$ cat config.mk
export PLATFORM = sky130hd
export DESIGN_NAME = alu_exec_pipe
export DESIGN_NICKNAME = d
export VERILOG_FILES = /design/src/rtl/alu_exec_pipe.sv
export SDC_FILE = /design/constraint.sdc
export NUM_CORES = 1
export LEC_CHECK = 0
export ABC_AREA = 0
export BUFFER_PORTS_ARGS = -buffer_cell sky130_fd_sc_hd__buf_4
export CAP_MARGIN = 20
export CELL_PAD_IN_SITES_DETAIL_PLACEMENT = 0
export CELL_PAD_IN_SITES_GLOBAL_PLACEMENT = 2
export CORE_ASPECT_RATIO = 1.2
export CORE_MARGIN = 1.5
export CORE_UTILIZATION = 35
export DETAILED_ROUTE_END_ITERATION = 10
export GPL_TIMING_DRIVEN = 0
export PLACE_DENSITY = 0.86
export SLEW_MARGIN = 15
export SYNTH_ARGS = -nofsm -noshare
export SYNTH_HDL_FRONTEND = slang
export SYNTH_SLANG_ARGS = --single-unit
$ cat constraint.sdc
create_clock -name clk -period 4.3 [get_ports clk]
set_input_delay 0.86 -clock clk [delete_from_list [all_inputs] [get_ports clk]]
set_output_delay 0.86 -clock clk [all_outputs]
set_load 0.03 [all_outputs]
$ cat src/rtl/alu_exec_pipe.sv
// alu_exec_pipe: two-stage elastic execute unit.
//   S1 registers the operation code and both operands.
//   S2 computes the ALU function from the S1 registers and registers Result and the flags.
// Both sides use valid/ready handshakes, so a stalled consumer never loses an operation.
//
// Ports
//   clk, rst           rising-edge clock, asynchronous active-low reset
//   in_valid/in_ready  upstream handshake; ALUControl, SrcA and SrcB are qualified by in_valid
//   out_valid/out_ready downstream handshake; Result and the flags are qualified by out_valid
//   Result             registered result
//   Zero, Negative     derived from Result
//   Carry, OverFlow    adder carry-out / signed overflow for ADD and SUB, 0 otherwise
module alu_exec_pipe #(
  parameter int unsigned WIDTH = 32
) (
  input  logic             clk,
  input  logic             rst,
  input  logic             in_valid,
  output logic             in_ready,
  input  logic [2:0]       ALUControl,
  input  logic [WIDTH-1:0] SrcA,
  input  logic [WIDTH-1:0] SrcB,
  output logic             out_valid,
  input  logic             out_ready,
  output logic [WIDTH-1:0] Result,
  output logic             Zero,
  output logic             Negative,
  output logic             Carry,
  output logic             OverFlow
);

  typedef enum logic [2:0] {
    OpAdd   = 3'b000,
    OpSub   = 3'b001,
    OpAnd   = 3'b010,
    OpOr    = 3'b011,
    OpXor   = 3'b100,
    OpSlt   = 3'b101,
    OpSltu  = 3'b110,
    OpPassB = 3'b111
  } alu_op_e;

  localparam int unsigned Msb = WIDTH - 1;

  // Stage 1 registers
  logic             s1_valid_q;
  alu_op_e          s1_op_q;
  logic [WIDTH-1:0] s1_a_q, s1_b_q;

  // Stage 2 registers
  logic             s2_valid_q;
  logic [WIDTH-1:0] result_q;
  logic             zero_q, negative_q, carry_q, overflow_q;

  logic s1_advance, s2_advance;

  // A stage may load when it is empty or when its content leaves this cycle.
  assign s2_advance = !s2_valid_q || out_ready;
  assign s1_advance = !s1_valid_q || s2_advance;
  assign in_ready   = s1_advance;

  // Datapath
  logic [WIDTH:0]   add_sum, sub_sum;
  logic             add_ovf, sub_ovf, slt, sltu;
  logic [WIDTH-1:0] result_d;
  logic             zero_d, negative_d, carry_d, overflow_d;

  always_comb begin
    add_sum = {1'b0, s1_a_q} + {1'b0, s1_b_q};
    sub_sum = {1'b0, s1_a_q} + {1'b0, ~s1_b_q} + {{WIDTH{1'b0}}, 1'b1};
    add_ovf = (s1_a_q[Msb] == s1_b_q[Msb]) && (add_sum[Msb] != s1_a_q[Msb]);
    sub_ovf = (s1_a_q[Msb] != s1_b_q[Msb]) && (sub_sum[Msb] != s1_a_q[Msb]);
    // True signed less-than: the raw sign of A-B is wrong whenever the subtraction overflows.
    slt     = sub_sum[Msb] ^ sub_ovf;
    // Carry-out of A+~B+1 is the "no borrow" flag, so unsigned less-than is its inverse.
    sltu    = ~sub_sum[WIDTH];

    result_d   = '0;
    carry_d    = 1'b0;
    overflow_d = 1'b0;
    unique case (s1_op_q)
      OpAdd: begin
        result_d   = add_sum[WIDTH-1:0];
        carry_d    = add_sum[WIDTH];
        overflow_d = add_ovf;
      end
      OpSub: begin
        result_d   = sub_sum[WIDTH-1:0];
        carry_d    = sub_sum[WIDTH];
        overflow_d = sub_ovf;
      end
      OpAnd:   result_d = s1_a_q & s1_b_q;
      OpOr:    result_d = s1_a_q | s1_b_q;
      OpXor:   result_d = s1_a_q ^ s1_b_q;
      OpSlt:   result_d = {{(WIDTH-1){1'b0}}, slt};
      OpSltu:  result_d = {{(WIDTH-1){1'b0}}, sltu};
      OpPassB: result_d = s1_b_q;
      default: result_d = '0;
    endcase
    zero_d     = (result_d == '0);
    negative_d = result_d[Msb];
  end

  // Stage 1: data loads on every advance, even when in_valid is low.
  always_ff @(posedge clk or negedge rst) begin
    if (!rst) begin
      s1_valid_q <= 1'b0;
      s1_op_q    <= OpAdd;
      s1_a_q     <= '0;
      s1_b_q     <= '0;
    end else if (s1_advance) begin
      s1_valid_q <= in_valid;
      s1_op_q    <= alu_op_e'(ALUControl);
      s1_a_q     <= SrcA;
      s1_b_q     <= SrcB;
    end
  end

  // Stage 2: s2_valid takes s1_valid on advance, which collapses bubbles.
  always_ff @(posedge clk or negedge rst) begin
    if (!rst) begin
      s2_valid_q <= 1'b0;
      result_q   <= '0;
      zero_q     <= 1'b1;
      negative_q <= 1'b0;
      carry_q    <= 1'b0;
      overflow_q <= 1'b0;
    end else if (s2_advance) begin
      s2_valid_q <= s1_valid_q;
      result_q   <= result_d;
      zero_q     <= zero_d;
      negative_q <= negative_d;
      carry_q    <= carry_d;
      overflow_q <= overflow_d;
    end
  end

  assign out_valid = s2_valid_q;
  assign Result    = result_q;
  assign Zero      = zero_q;
  assign Negative  = negative_q;
  assign Carry     = carry_q;
  assign OverFlow  = overflow_q;

endmodule
# --- Yosys cells after proc, flatten, opt, wreduce, memory -nomap -nowiden ---
# Cells that the tools add are included.
word_totals:
  mem_count: 0
  mem_bits_rw: 0
  latchBits: 0
  out_inout_bits: 38
  romBits: 0
  input_bits: 71
  ff_bits: 105
  word_cells: 41
classes:
  n_eq_ne: 11
  order_cmp: 0
  n_shift: 0
  n_bitwise: 6
  muxes: 3
  n_reduce_logical: 8
  mul: 0
  n_addsub: 3
  div_mod_pow: 0
op_table:
  columns: ["operator", "n"]
  rows:
  - ["$pmux 32 s8", 1]
  - ["$add 32x32->33", 2]
  - ["$add 33x1->33 const B", 1]
  - ["$and 32x32->32", 1]
  - ["$logic_not 32->1", 1]
  - ["$not 32->32", 1]
  - ["$or 32x32->32", 1]
  - ["$xor 32x32->32", 1]
  - ["$eq 3x3->1 const B", 4]
  - ["$eq 3x2->1 const B", 2]
  - ["$pmux 1 s2", 2]
  - ["$eq 3x1->1 const B", 1]
  - ["$logic_not 3->1", 1]
  - ["$ne 1x1->1", 3]
  - ["$logic_and 1x1->1", 2]
  - ["$logic_not 1->1", 2]
  - ["$logic_or 1x1->1", 2]
  - ["$eq 1x1->1", 1]
  - ["$not 1->1", 1]
  - ["$xor 1x1->1", 1]

# --- Logic depth before layout (Yosys ltp) ---
depth:
  depth_word: 8
  ltp_mapped: 21
  ltp_nobuf: 20

# --- Worst setup path after synthesis ---
# No wires, ideal clock.
synth_timing:
  kind: "register to register"
  start: "register s1_a_q[1]"
  end: "register zero_q, in the netlist Zero"
  slack_ns: 0.341
  path_buffers: 0
  t_arrival_ns: 3.873
  required_ns: 4.214
  stages_incl_launch_ff: 21
  synth_period_minus_slack_ns: 3.959
  path_cell_list: "dfrtp_1 > inv_1 > ha_1 > o21ba_2 > or4_4 > nand2_1 > a31oi_1 > o22ai_1 > o21ai_0 > o21ai_0 > a21oi_1 > o21bai_1 > a21oi_1 > fa_1 > mux2i_1 > o22ai_1 > nand2_1 > o21ai_0 > a2111oi_0 > nand4bb_1 > o31ai_2"
synth_between:
  elab_chain_cells: 7
  elab_cells_between_ends: 12
synth_lines:
  columns: ["item", "line_no", "rtl"]
  rows:
  - ["from (decl)", "48", "logic [WIDTH-1:0] s1_a_q, s1_b_q;"]
  - ["from (signal assigned)", "114", "s1_a_q <= SrcA;"]
  - ["$add 32x32->33", "70", "sub_sum = {1'b0, s1_a_q} + {1'b0, ~s1_b_q} + {{WIDTH{1'b0}}, 1'b1};"]
  - ["$add 33x1->33", "70", null]
  - ["$ne 1x1->1", "72", "sub_ovf = (s1_a_q[Msb] != s1_b_q[Msb]) && (sub_sum[Msb] != s1_a_q[Msb]);"]
  - ["$logic_and 1x1->1", "72", null]
  - ["$xor 1x1->1", "74", "slt = sub_sum[Msb] ^ sub_ovf;"]
  - ["$pmux 32 s8 (*)", "81", "unique case (s1_op_q)"]
  - ["$logic_not 32->1 (*)", "100", "zero_d = (result_d == '0);"]
  - ["to (signal assigned)", "131", "zero_q <= zero_d;"]
  - ["to (decl)", "53", "logic zero_q, negative_q, carry_q, overflow_q;"]
# Mark *: on every way between the ends. The rest lies on a longest branch, timed or not.
# A chain may end at the register's enable or synchronous reset.

# --- Worst setup path after layout ---
layout_timing:
  start: "register s1_op_q[0]"
  end: "register zero_q, in the netlist Zero"
layout_between:
  elab_chain_cells: 3
  elab_cells_between_ends: 10
layout_lines:
  columns: ["item", "line_no", "rtl"]
  rows:
  - ["from (decl)", "47", "alu_op_e s1_op_q;"]
  - ["from (signal assigned)", "108", "s1_op_q <= OpAdd;"]
  - ["from (signal assigned)", "113", "s1_op_q <= alu_op_e'(ALUControl);"]
  - ["$eq 3x3->1 (tied with other cells)", "81", null]
  - ["$pmux 32 s8 (*)", "81", null]
  - ["$logic_not 32->1 (*)", "100", null]
# Marks and branches as above.

==> metrics.md <==
| Metric | Value |
|---|---|
| Status | finished, final reports clean |
| Total Wirelength | approximately 43000 um |
| Max-slew violations | 0 |
| # nets final | 1583 |
| Initial antenna violation count | 1 |
| Worst Setup Start Kind | register |
| Die Height | 185 um |
| Initial DRT Pass Iterations | 5 |
| Worst-Margin Slew | 1.09 ns |
| Post-synth EDFFs | 0 |
| Hold Vio Cnt, Final | 0 |
| Commonest non-fill, non-tap cell in the layout | nand2_1 |
| Routed wire per std cell | 24.3 um |
| Worst endpoint required time | 4.60 ns |
| DRC viols | 0 |
| Synthesized net count | 1444 |
| Die area | between 20000 and 30000 um2 |
| Post-Syn Instances | between 1k and 1.5k |
| Clock Tree Buf Depth | 2 |
| Sink Count | 104 |
| Crit Path Class | register to register |
| Max-Cap Viols | 0 |
| Leakage | 5.22 nW |
| Netlist Area Pre-Place | 9610 um2 |
| Largest net degree at the start of global routing | 105 |
| Min Tclk post-route | 4.22 ns |
| H-tree depth | 3 |
| Unique masters post-synth | 83 |
| CTS buffer count | 9 |
| Initial core utilization | 0.355 |
| Chip width | around 150 um |
| Area of the multi-input gates | 6650 um2 |
| Met3 Wirelength | 2010 um |
| Layout area overhead | 21.6% |
| Yosys warning total | 0 |
| Most frequent cells in the layout | nand2_1, o21ai_0, buf_4 |
| WP data arrival | roughly 4.5 ns |
| Post-layout util | 0.432 |
| Share of layout cells above drive strength 1 | 0.188 |
| Via count | 10.3k |
| Seq/Total Area, Yosys | 0.271 |
| Root Buffer | clkbuf_16 |
| Total GRT Usage | 0.303 |
| Clk slew on worst S/H paths | 0.08 ns |
| Iter 0 DRT Violations | 696 |
| Peak supply drop | 0.183 mV |
| Vias in the first global route | 10.3k |
| CP Capture Type | register |
| Fmax | 0.237 GHz |
| HP Class | register to register |
| Wire length on met1 | 18100 um |
| Setup TNS | 0 ns |
| Met2 wire length | 20700 um |
| Synth Register Bits | 104 |
| Worst rel slew slack | 0.272 |
| Fill count | 2887 |
| Syn Area/Cell | 7.54 um2 |
| Row count | 66 |
| Number of hold-repair buffers added at the cts stage | 0 |
| TritonCTS clock tree | yes |
| Ports | between 100 and 150 |
| RSZ-0062 raised after global routing | true |
| Gpl congestion | 0.952 |
| Sequential Area | roughly 2600 um2 |
| Vias per cell | 5.83 |
| Final setup violation count | 0 |
| Routed Antenna Nets | 0 |
| Worst Clk Skew | ~0.0083 ns |
| Power per cell area | 416 nW/um2 |
| First-pass GRT wire length | 64200 um |
| PortBufs | 108 |
| Ys flop type | dfrtp_1 |
| Top sig layer | met4 |
| Post-DP HPWL | 33300 um |
| Global route total overflow | 0 |
| Worst-Skew Late Latency | 0.38 ns |
| Area of placed instances | 10900 um2 |
| Cell area after layout | between 10000 and 15000 um2 |
| Crit share post-route | 0.982 |
| Core area | approximately 27000 um2 |
| Max Fanout on Critical Path | 10 |
| Share of async-settable or async-resettable flops after synthesis | 1.00 |
| ANT cells | 0 |
timing repair:
action / CTS / global route
resized for setup: 48 / 43
setup buffers: 10 / 13
endpoints found under the setup margin: 6 / 2
pin swaps: 10 / 20
hold endpoints to repair: 0 / 0
layout make-up:
type	instances	area share
multi-input combinational	993	0.569
sequential	104	0.223
timing repair buffer	132	0.0849
tap	340	0.0364
inverter	96	0.0308
buffer	77	0.0296
clock buffer	9	0.0193
clock inverter	7	0.00717
stage by stage:
stage	worst slack (ns)	power [mW]	std cells	hold slack, ns
final	0.0789	4.86	1758	0.464
after detailed placement	-1.10	3.73	1722	0.446
after global routing	-0.0522	5.14	1758	0.488
after global placement	-1.03	3.72	1722	0.443
after CTS	0.00272	4.75	1745	0.466
after floorplan	0.341	2.82	1274	0.435
registers in the layout, indices dropped and copies added, names as in the netlist:
| register | count |
|---|---|
| Zero | 1 |
| s1_valid_q | 1 |
| OverFlow | 1 |
| s1_op_q | 3 |
| Result | 32 |
| out_valid | 1 |
| s1_b_q | 32 |
| Carry | 1 |
| s1_a_q | 32 |
worst paths after layout:
kind                       depth (start not counted)          to       start  slack [ns]
setup / recovery                                  12        Zero  s1_op_q[0]        0.08
hold / removal                                     1   out_valid  s1_valid_q        0.46
setup reg to reg                                  12        Zero  s1_op_q[0]        0.08
hold reg to reg                                    1   out_valid  s1_valid_q        0.46
max in group asynchronous                          1  s1_b_q[15]         rst        2.95
min in group asynchronous                          1  s1_b_q[14]         rst        0.50
routing by layer:
metal,vias to the layer above,track usage
met5,-,0
met4,0,0.136
met3,91,0.0324
met2,374,0.531
met1,4984,0.375
li1,4807,-
critical path, cell delays in order, from the launching register on:
cell	delay [ns]
dfrtp_1	0.37
buf_2	0.24
buf_2	0.33
buf_2	0.40
buf_2	0.37
clkbuf_2	0.40
clkbuf_1	0.57
o311ai_0	0.27
o21ai_0	0.18
xnor2_1	0.15
o21ai_0	0.21
or3_1	0.42
o31ai_2	0.23
where the power goes:
group	switching, mW	internal, mW
logic	1.76	0.934
registers	0.115	1.13
clock network	0.456	0.466
Yosys cell counts, types with 6 or more instances:
cell,instances,area share
inv_1,95,0.037
and3_1,6,0.0039
o21a_1,6,0.0047
o21ai_0,144,0.075
a21oi_1,102,0.053
buf_2,16,0.0083
o311ai_0,6,0.0055
nand2b_1,13,0.0085
mux2i_1,7,0.0073
o21bai_1,7,0.0055
clkbuf_1,48,0.019
o211ai_1,14,0.011
o31ai_1,14,0.011
o22ai_1,19,0.012
nor3_1,23,0.012
nand3_1,22,0.011
a22oi_1,7,0.0055
xnor2_1,17,0.015
a21o_1,13,0.010
nand4_1,13,0.0085
buf_1,13,0.0051
ha_1,96,0.12
nor2b_1,16,0.010
or3_1,7,0.0046
nor2_1,118,0.046
and2_1,9,0.0059
a31oi_1,14,0.0091
nor4_1,6,0.0039
a221oi_1,7,0.0064
nand2_1,164,0.064
a211oi_1,16,0.012
dfrtp_1,103,0.27
cells by family (layout without fill, tap and decap cells):
logic type,Yosys count,in the layout,synth area share
AO/OA/AOI/OAI,438,438,0.289
XOR/XNOR,22,22,0.0208
adder cells (fa/ha/maj),99,99,0.131
buffers and inverters,177,321,0.0732
flip-flops,104,104,0.271
multiplexers,11,11,0.0120
AND/OR/NAND/NOR,423,423,0.203
No activity file was read; power rests on OpenSTA's default activity.
